$ cat src/rtl/gf_inv_seq.sv
// Sequential GF(2^M) inverter/divider: q = a * b^(2^M-2) by iterated square-and-multiply.
// One squarer feeds one multiplier; M-1 CALC cycles per result, valid/ready on both sides.
module gf_inv_seq #(
    parameter int           M    = 8,
    parameter logic [M:0]   POLY = 9'h11B
) (
    input  logic         clk,
    input  logic         rst_n,
    input  logic         in_valid,
    output logic         in_ready,
    input  logic [M-1:0] in_a,
    input  logic [M-1:0] in_b,
    input  logic         in_div,
    output logic         out_valid,
    input  logic         out_ready,
    output logic [M-1:0] out_q,
    output logic         out_dz,
    output logic [1:0]   dbg_state_o
);

    // Handshakes: a transfer happens on a rising edge where valid && ready are both high.
    // The requester holds in_valid and operands until accepted; out_q/out_dz hold while out_ready=0.

    localparam int            CW       = (M > 2) ? $clog2(M) : 1;
    localparam logic [CW-1:0] CNT_LAST = CW'(M - 2);
    localparam logic [M-1:0]  ONE      = {{(M-1){1'b0}}, 1'b1};

    typedef enum logic [1:0] {
        IDLE = 2'd0,
        CALC = 2'd1,
        DONE = 2'd2
    } state_t;

    state_t        state_q, state_d;
    logic [M-1:0]  sq_q, sq_d;
    logic [M-1:0]  acc_q, acc_d;
    logic [CW-1:0] cnt_q, cnt_d;
    logic          dz_q, dz_d;
    logic [M-1:0]  sq2;
    logic [M-1:0]  prod;

    // Carry-less shift-and-add multiply, reducing by POLY whenever the shifted operand overflows.
    function automatic logic [M-1:0] gf_mul(input logic [M-1:0] x, input logic [M-1:0] y);
        logic [M-1:0] p;
        logic [M-1:0] t;
        p = '0;
        t = x;
        for (int i = 0; i < M; i++) begin
            if (y[i]) begin
                p = p ^ t;
            end
            t = {t[M-2:0], 1'b0} ^ (t[M-1] ? POLY[M-1:0] : {M{1'b0}});
        end
        return p;
    endfunction

    assign sq2  = gf_mul(sq_q, sq_q);
    assign prod = gf_mul(acc_q, sq2);

    always_ff @(posedge clk or negedge rst_n) begin
        if (!rst_n) begin
            state_q <= IDLE;
            sq_q    <= '0;
            acc_q   <= '0;
            cnt_q   <= '0;
            dz_q    <= 1'b0;
        end else begin
            state_q <= state_d;
            sq_q    <= sq_d;
            acc_q   <= acc_d;
            cnt_q   <= cnt_d;
            dz_q    <= dz_d;
        end
    end

    always_comb begin
        state_d = state_q;
        sq_d    = sq_q;
        acc_d   = acc_q;
        cnt_d   = cnt_q;
        dz_d    = dz_q;
        case (state_q)
            IDLE: begin
                if (in_valid) begin
                    sq_d    = in_b;
                    acc_d   = in_div ? in_a : ONE;
                    dz_d    = (in_b == '0);
                    cnt_d   = '0;
                    state_d = CALC;
                end
            end
            CALC: begin
                // acc accumulates b^(2^i) for i = 1..M-1, i.e. b^(2^M-2) = b^-1.
                sq_d  = sq2;
                acc_d = prod;
                cnt_d = cnt_q + CW'(1);
                if (cnt_q == CNT_LAST) begin
                    state_d = DONE;
                end
            end
            DONE: begin
                if (out_ready) begin
                    state_d = IDLE;
                end
            end
            default: state_d = IDLE;
        endcase
    end

    assign in_ready    = (state_q == IDLE);
    assign out_valid   = (state_q == DONE);
    assign out_q       = dz_q ? '0 : acc_q;
    assign out_dz      = dz_q;
    assign dbg_state_o = state_q;

endmodule

$ cat config.mk
export PLATFORM = sky130hd
export DESIGN_NAME = gf_inv_seq
export DESIGN_NICKNAME = d
export VERILOG_FILES = /design/src/rtl/gf_inv_seq.sv
export SDC_FILE = /design/constraint.sdc
export NUM_CORES = 1
export LEC_CHECK = 0
export ABC_AREA = 1
export CAP_MARGIN = 40
export CORE_MARGIN = 1
export CORE_UTILIZATION = 55
export CTS_BUF_LIST = sky130_fd_sc_hd__clkbuf_8 sky130_fd_sc_hd__clkbuf_16
export CTS_CLUSTER_SIZE = 12
export DETAILED_ROUTE_END_ITERATION = 16
export PLACE_DENSITY = 0.75
export SYNTH_ARGS = -nofsm -noshare
export SYNTH_HDL_FRONTEND = slang
export SYNTH_SLANG_ARGS = --single-unit
$ cat constraint.sdc
create_clock -name clk -period 3.2 [get_ports clk]
set_input_delay 0.64 -clock clk [delete_from_list [all_inputs] [get_ports clk]]
set_output_delay 0.64 -clock clk [all_outputs]
set_load 0.02 [all_outputs]
==> impl_metrics.py, run 1 <==
metrics = {
    "place": {
        "io_buffers": 33,
        "gp_congestion": 0.999,
        "dpl.hpwl_um": 10100,
    },
    "synth": {
        "synth_flop_cell": "dfrtp_1",
        "ys_seq_area_frac": 0.136,
        "syn_inst": 781,
        "syn_avg_cell_area_sq_um": 5.20,
        "synth_fp_nets": 805,
        "syn-cell-area_sq_um": 4060,
        "synth_warnings": 0,
        "async_flop_share": 1.00,
        "synth_edf_count": 0,
        "yosys.cell_types.count": 36,
        "ys_ff_latch": 22,
    },
    "hold_path": {
        "hp-start": "cnt_q[1]",
        "holdPathEnd": "cnt_q[1]",
        "hold_depth": 2,
        "hp-class": "flip-flop to flip-flop",
    },
    "global_route": {
        "grt-ovfl-total": 0,
        "grt_max_degree": 23,
        "track_usage": 0.346,
        "grt_first_pass_wirelength_um": 20800,
        "grt_pass1_vias": 4446,
        "grt_antenna_before_repair": 0,
    },
    "critical_path": {
        "critPathKind": "flip-flop to flip-flop",
        "start_kind": "flip-flop",
        "crit_arrival_ps": 3120,
        "path_cells": "inv_1 > nand2_2 > nand2_1 > o21ai_1 > nand2_1 > nand2_1 > nand3_1 > nand3_1 > inv_1 > nand2_1 > nand2_1 > nand2_1 > nand2_1 > nand2_1 > nand2_1 > nand2_1 > nand2_1 > nand2_1 > nand3_1 > a21boi_1",
        "cpMostUsedCell": "nand2_1",
        "rr_worst_depth": 20,
        "critical_path.top_delay_family": "simple AND/OR/NAND/NOR gates",
        "cp-end-kind": "flip-flop",
        "regToRegEndpoint": "acc_q[7]",
        "path_buf_inv": 2,
        "crit_start": "sq_q[3]",
        "timing.rr.start": "sq_q[3]",
        "ff2ff_setup_slack_ps": 290,
        "critPathRequiredTime_ps": 3410,
        "timing.critical_path.slowest_stage_cell": "dfrtp_1",
        "slowest_delay_ps": 540,
        "crit_fanout": 10,
    },
    "layout": {
        "drive_above_1_share": 0.0713,
        "final_common_cell": "nand2_1",
        "layout.nets": 839,
        "mostFrequentLayoutCells": "nand2_1, nand3_1, inv_1, nor2_1, clkdlybuf4s50_1",
        "fill_cells": 694,
        "syn2layout_area_growth_pct": 12.7,
        "diodes": 0,
    },
    "timing": {
        "slew_violations": 0,
        "rsz0062_at_grt": "no",
        "hold_viol": 0,
        "fin_crit_ps": 2910,
        "worstMarginPinSlew_ps": 574,
        "relSlewSlack": 0.615,
        "setup_viol": 0,
        "max_freq_mhz": 344,
        "finalSetupTns_ps": 0,
        "min_period_over_period": 0.908,
        "fin_skew_ps": 12.1,
    },
    "routing": {
        "viasPerCell": 5.49,
        "drtAntennaViolNets": 0,
        "initialDrtViolationCount": 477,
        "drtPass1Iterations": 5,
        "vias": 4995,
        "routed_wl_um": 12800,
        "drc": 0,
        "wire_per_inst_um": 14.0,
    },
    "floorplan": {
        "ioPinCount": 34,
        "placementRows": 30,
        "start_util": 0.585,
        "core_region_area_sq_um": 6940,
        "die_x_um": 87.9,
        "die_y_um": 87.9,
        "dieArea_sq_um": 7730,
    },
    "clock_network": {
        "clock_path_buffers": 2,
        "cts.htree.levels": 1,
        "cts_tree": "yes",
        "insertion_delay_ps": 280,
        "clkSlewWorstSetupHoldPaths_ps": 100,
        "cts_inserted_buffers": 3,
        "clk_root_buffer_cell": "clkbuf_8",
        "cts.sinks": 22,
    },
    "flow_run": {
        "maxCapViolCount": 0,
    },
    "outcome": {
        "status": "finished, final reports clean",
    },
}
synthesized netlist by cell type (3+ instances only):
| cell type | number | area (sq um) |
|---|---|---|
| nand2_1 | 327 | 1230 |
| nand3_1 | 127 | 636 |
| inv_1 | 117 | 439 |
| nor2_1 | 50 | 188 |
| dfrtp_1 | 22 | 551 |
| nand2_2 | 18 | 113 |
| a21oi_1 | 16 | 80.1 |
| xor2_1 | 15 | 131 |
| xnor2_1 | 12 | 105 |
| nand4_1 | 9 | 56.3 |
| buf_6 | 8 | 90.1 |
| o221ai_1 | 7 | 61.3 |
| buf_2 | 5 | 25.0 |
| buf_4 | 4 | 30.0 |
| clkbuf_1 | 4 | 15.0 |
| inv_2 | 4 | 15.0 |
| a21boi_1 | 3 | 22.5 |
| ha_1 | 3 | 37.5 |
| nand2_4 | 3 | 33.8 |
| nand3_2 | 3 | 30.0 |
| o21ai_0 | 3 | 15.0 |
| o21bai_1 | 3 | 22.5 |
| or2_2 | 3 | 18.8 |
stage by stage:
step           cell area, sq um  hold slack (ps)  cells   util  setup slack [ps]
2_1_floorplan              4060              344    781      -               771
3_3_place_gp               4470              498    904  0.643               239
3_5_place_dp               4470              545    904  0.643               165
4_1_cts                    4540              565    908  0.653               154
5_1_grt                    4580              587    910  0.659              17.6
6_report                   4580              562    910  0.659               295
worst max-delay path by stage:
stage,end,cells after the start
2_1_floorplan,acc_q[0],26
3_3_place_gp,acc_q[0],24
3_5_place_dp,acc_q[0],24
4_1_cts,acc_q[0],24
5_1_grt,acc_q[5],23
6_report,acc_q[7],20
worst register-to-register path, delay by kind of cell, from the launching register on:
kind,cells,cell delay (ps)
flops,1,540
buf+inv,2,240
simple gates,16,1670
compound gates,2,410
cell type report:
type                       instances  area [sq um]  area share
clock inverter                     1          30.0     0.00656
inverter                         123           462       0.101
sequential                        22           551       0.120
clock buffer                       3          41.3     0.00902
multi-input combinational        614          2910       0.635
timing repair buffer              51           465       0.102
tap                               96           120      0.0262
cells by family after synthesis:
| logic type | count (synthesis) | share of synthesized area |
|---|---|---|
| flops | 22 | 0.136 |
| fa+ha+maj | 3 | 0.00925 |
| xor+xnor | 29 | 0.0663 |
| buf+inv | 145 | 0.154 |
| simple gates | 544 | 0.574 |
| compound gates | 38 | 0.0607 |
routing by layer:
| metal | wire, um | up-vias | GRT usage |
|---|---|---|---|
| met5 | 0 | - | 0 |
| met4 | 156 | 0 | 0.0462 |
| met3 | 1450 | 15 | 0.0547 |
| met2 | 5420 | 248 | 0.560 |
| met1 | 5730 | 2240 | 0.495 |
| li1 | - | 2492 | - |
sequential cells by signal, indices dropped and copies added, names as in the netlist:
register	cells
acc_q	8
sq_q	8
cnt_q	3
dbg_state_o	2
out_dz	1
repair_timing:
action | in CTS | in global routing
hold buffers | 0 | 0
buffers inserted | 0 | 2
gates resized for setup | 0 | 4
endpoints found under the setup margin | 0 | 8
Power of run 1 is left out: the tool's default activity adds up to more than one toggle a clock period on the data nets, which glitch-free logic cannot reach.
==> run 2, diff against run 1 <==
Settings changed: PLACE_DENSITY 0.75 to 0.81.
==> impl_metrics.py, run 2 (synthesis results as in run 1) <==
metrics = {
    "floorplan": {
        "start_util": 0.585,
        "die_y_um": 87.9,
        "ioPinCount": 34,
        "die_x_um": 87.9,
        "dieArea_sq_um": 7730,
        "core_region_area_sq_um": 6940,
        "placementRows": 30,
    },
    "timing": {
        "hold_viol": 0,
        "min_period_over_period": 0.900,
        "rsz0062_at_grt": "no",
        "holdWs_ps": 563,
        "worstMarginPinSlew_ps": 602,
        "slew_violations": 0,
        "fin_crit_ps": 2880,
        "finalSetupTns_ps": 0,
        "max_freq_mhz": 347,
        "setup_viol": 0,
        "fin_skew_ps": 13.9,
        "relSlewSlack": 0.596,
    },
    "global_route": {
        "grt_max_degree": 23,
        "grt_first_pass_wirelength_um": 20300,
        "track_usage": 0.336,
        "grt-ovfl-total": 0,
        "grt_antenna_before_repair": 0,
        "grt_pass1_vias": 4402,
    },
    "routing": {
        "drc": 0,
        "drtPass1Iterations": 5,
        "initialDrtViolationCount": 439,
        "drtAntennaViolNets": 0,
        "routed_wl_um": 12700,
        "viasPerCell": 5.57,
        "vias": 5048,
        "wire_per_inst_um": 14.0,
    },
    "place": {
        "post_dp_cell_area_sq_um": 4430,
        "io_buffers": 33,
        "gp_congestion": 0.977,
        "dp_cells": 899,
        "dpl.hpwl_um": 9820,
    },
    "critical_path": {
        "crit_fanout": 11,
        "cp-end-kind": "flip-flop",
        "critPathRequiredTime_ps": 3420,
        "start_kind": "flip-flop",
        "critPathKind": "flip-flop to flip-flop",
        "crit_arrival_ps": 3100,
        "rr_worst_depth": 18,
        "timing.rr.start": "sq_q[7]",
        "ff2ff_setup_slack_ps": 320,
        "regToRegEndpoint": "acc_q[7]",
    },
    "layout": {
        "top_regs": "acc_q x8, sq_q x8, cnt_q x3",
        "syn2layout_area_growth_pct": 12.1,
        "postLayoutCellArea_sq_um": 4550,
        "final_cells": 906,
        "mostFrequentLayoutCells": "nand2_1, nand3_1, inv_1, nor2_1, clkdlybuf4s50_1",
        "diodes": 0,
        "drive_above_1_share": 0.0716,
        "layout.nets": 835,
        "final_common_cell": "nand2_1",
    },
    "hold_path": {
        "hp-start": "cnt_q[1]",
        "hp-class": "flip-flop to flip-flop",
        "holdPathEnd": "cnt_q[1]",
        "hold_depth": 2,
    },
    "clock_network": {
        "cts_tree": "yes",
        "clkSlewWorstSetupHoldPaths_ps": 100,
        "insertion_delay_ps": 280,
        "cts_hold_buf": 0,
        "cts.htree.levels": 1,
        "clk_root_buffer_cell": "clkbuf_8",
        "clock_path_buffers": 2,
        "cts_inserted_buffers": 3,
        "cts.sinks": 22,
    },
    "outcome": {
        "status": "finished, final reports clean",
    },
    "flow_run": {
        "maxCapViolCount": 0,
    },
}
==> run 2: changes by cell type in the layout (fill, tap and decap cells not counted), sizes merged <==
cell / change
nand2: +1
buf: -5
==> run 2: area by class of cell <==
type                    count  area (sq um)
clock buffers               3          41.3
clock inverters             1          30.0
fillers                   686          2390
inverters                 123           462
multi-input cells         615          2920
flip-flops and latches     22           553
well taps                  96           120
repair buffers             46           428
==> run 2: worst max-delay path by stage <==
stage               startpoint  endpoint  slack (ps)  cells past startpoint
global placement       sq_q[0]  acc_q[7]         210                     24
detailed placement     sq_q[0]  acc_q[7]         150                     24
CTS                    sq_q[0]  acc_q[7]         130                     24
finish                 sq_q[7]  acc_q[7]         320                     18
floorplan              sq_q[0]  acc_q[0]         770                     26
global route           sq_q[0]  acc_q[0]          80                     24
==> run 2: worst max-delay path, cell delays in order, from the launching register on <==
cell	delay [ps]
dfrtp_1	460
buf_4	220
nand2_1	150
nand2_1	160
o21ai_1	200
nand2_1	70
nand2_1	80
nand3_1	330
nand3_1	230
nand3_1	120
nand2_1	100
nand2_1	80
nand2_1	80
nand2_1	60
nand2_1	70
nand2_1	70
nand3_1	70
nand3_1	140
a21boi_1	150
==> run 2: timing repair <==
item / CTS / global route
setup endpoints to repair: 0 / 8
buffers inserted: 0 / 2
hold endpoints to repair: 0 / 0
resized for setup: 0 / 7
==> run 2: through the flow <==
step | util | setup slack [ps]
detailed placement | 0.638 | 145
finish | 0.655 | 320
CTS | 0.648 | 135
global placement | 0.638 | 207
floorplan | - | 771
global route | 0.655 | 84.2
==> run 2: per-layer routing <==
| metal | up-vias | GRT usage | part of all wire |
|---|---|---|---|
| li1 | 2490 | - | - |
| met1 | 2250 | 0.457 | 0.43 |
| met2 | 276 | 0.562 | 0.46 |
| met3 | 32 | 0.0302 | 0.098 |
| met4 | 0 | 0.107 | 0.020 |
| met5 | - | 0 | 0 |
Power of run 2 is left out for the same reason.
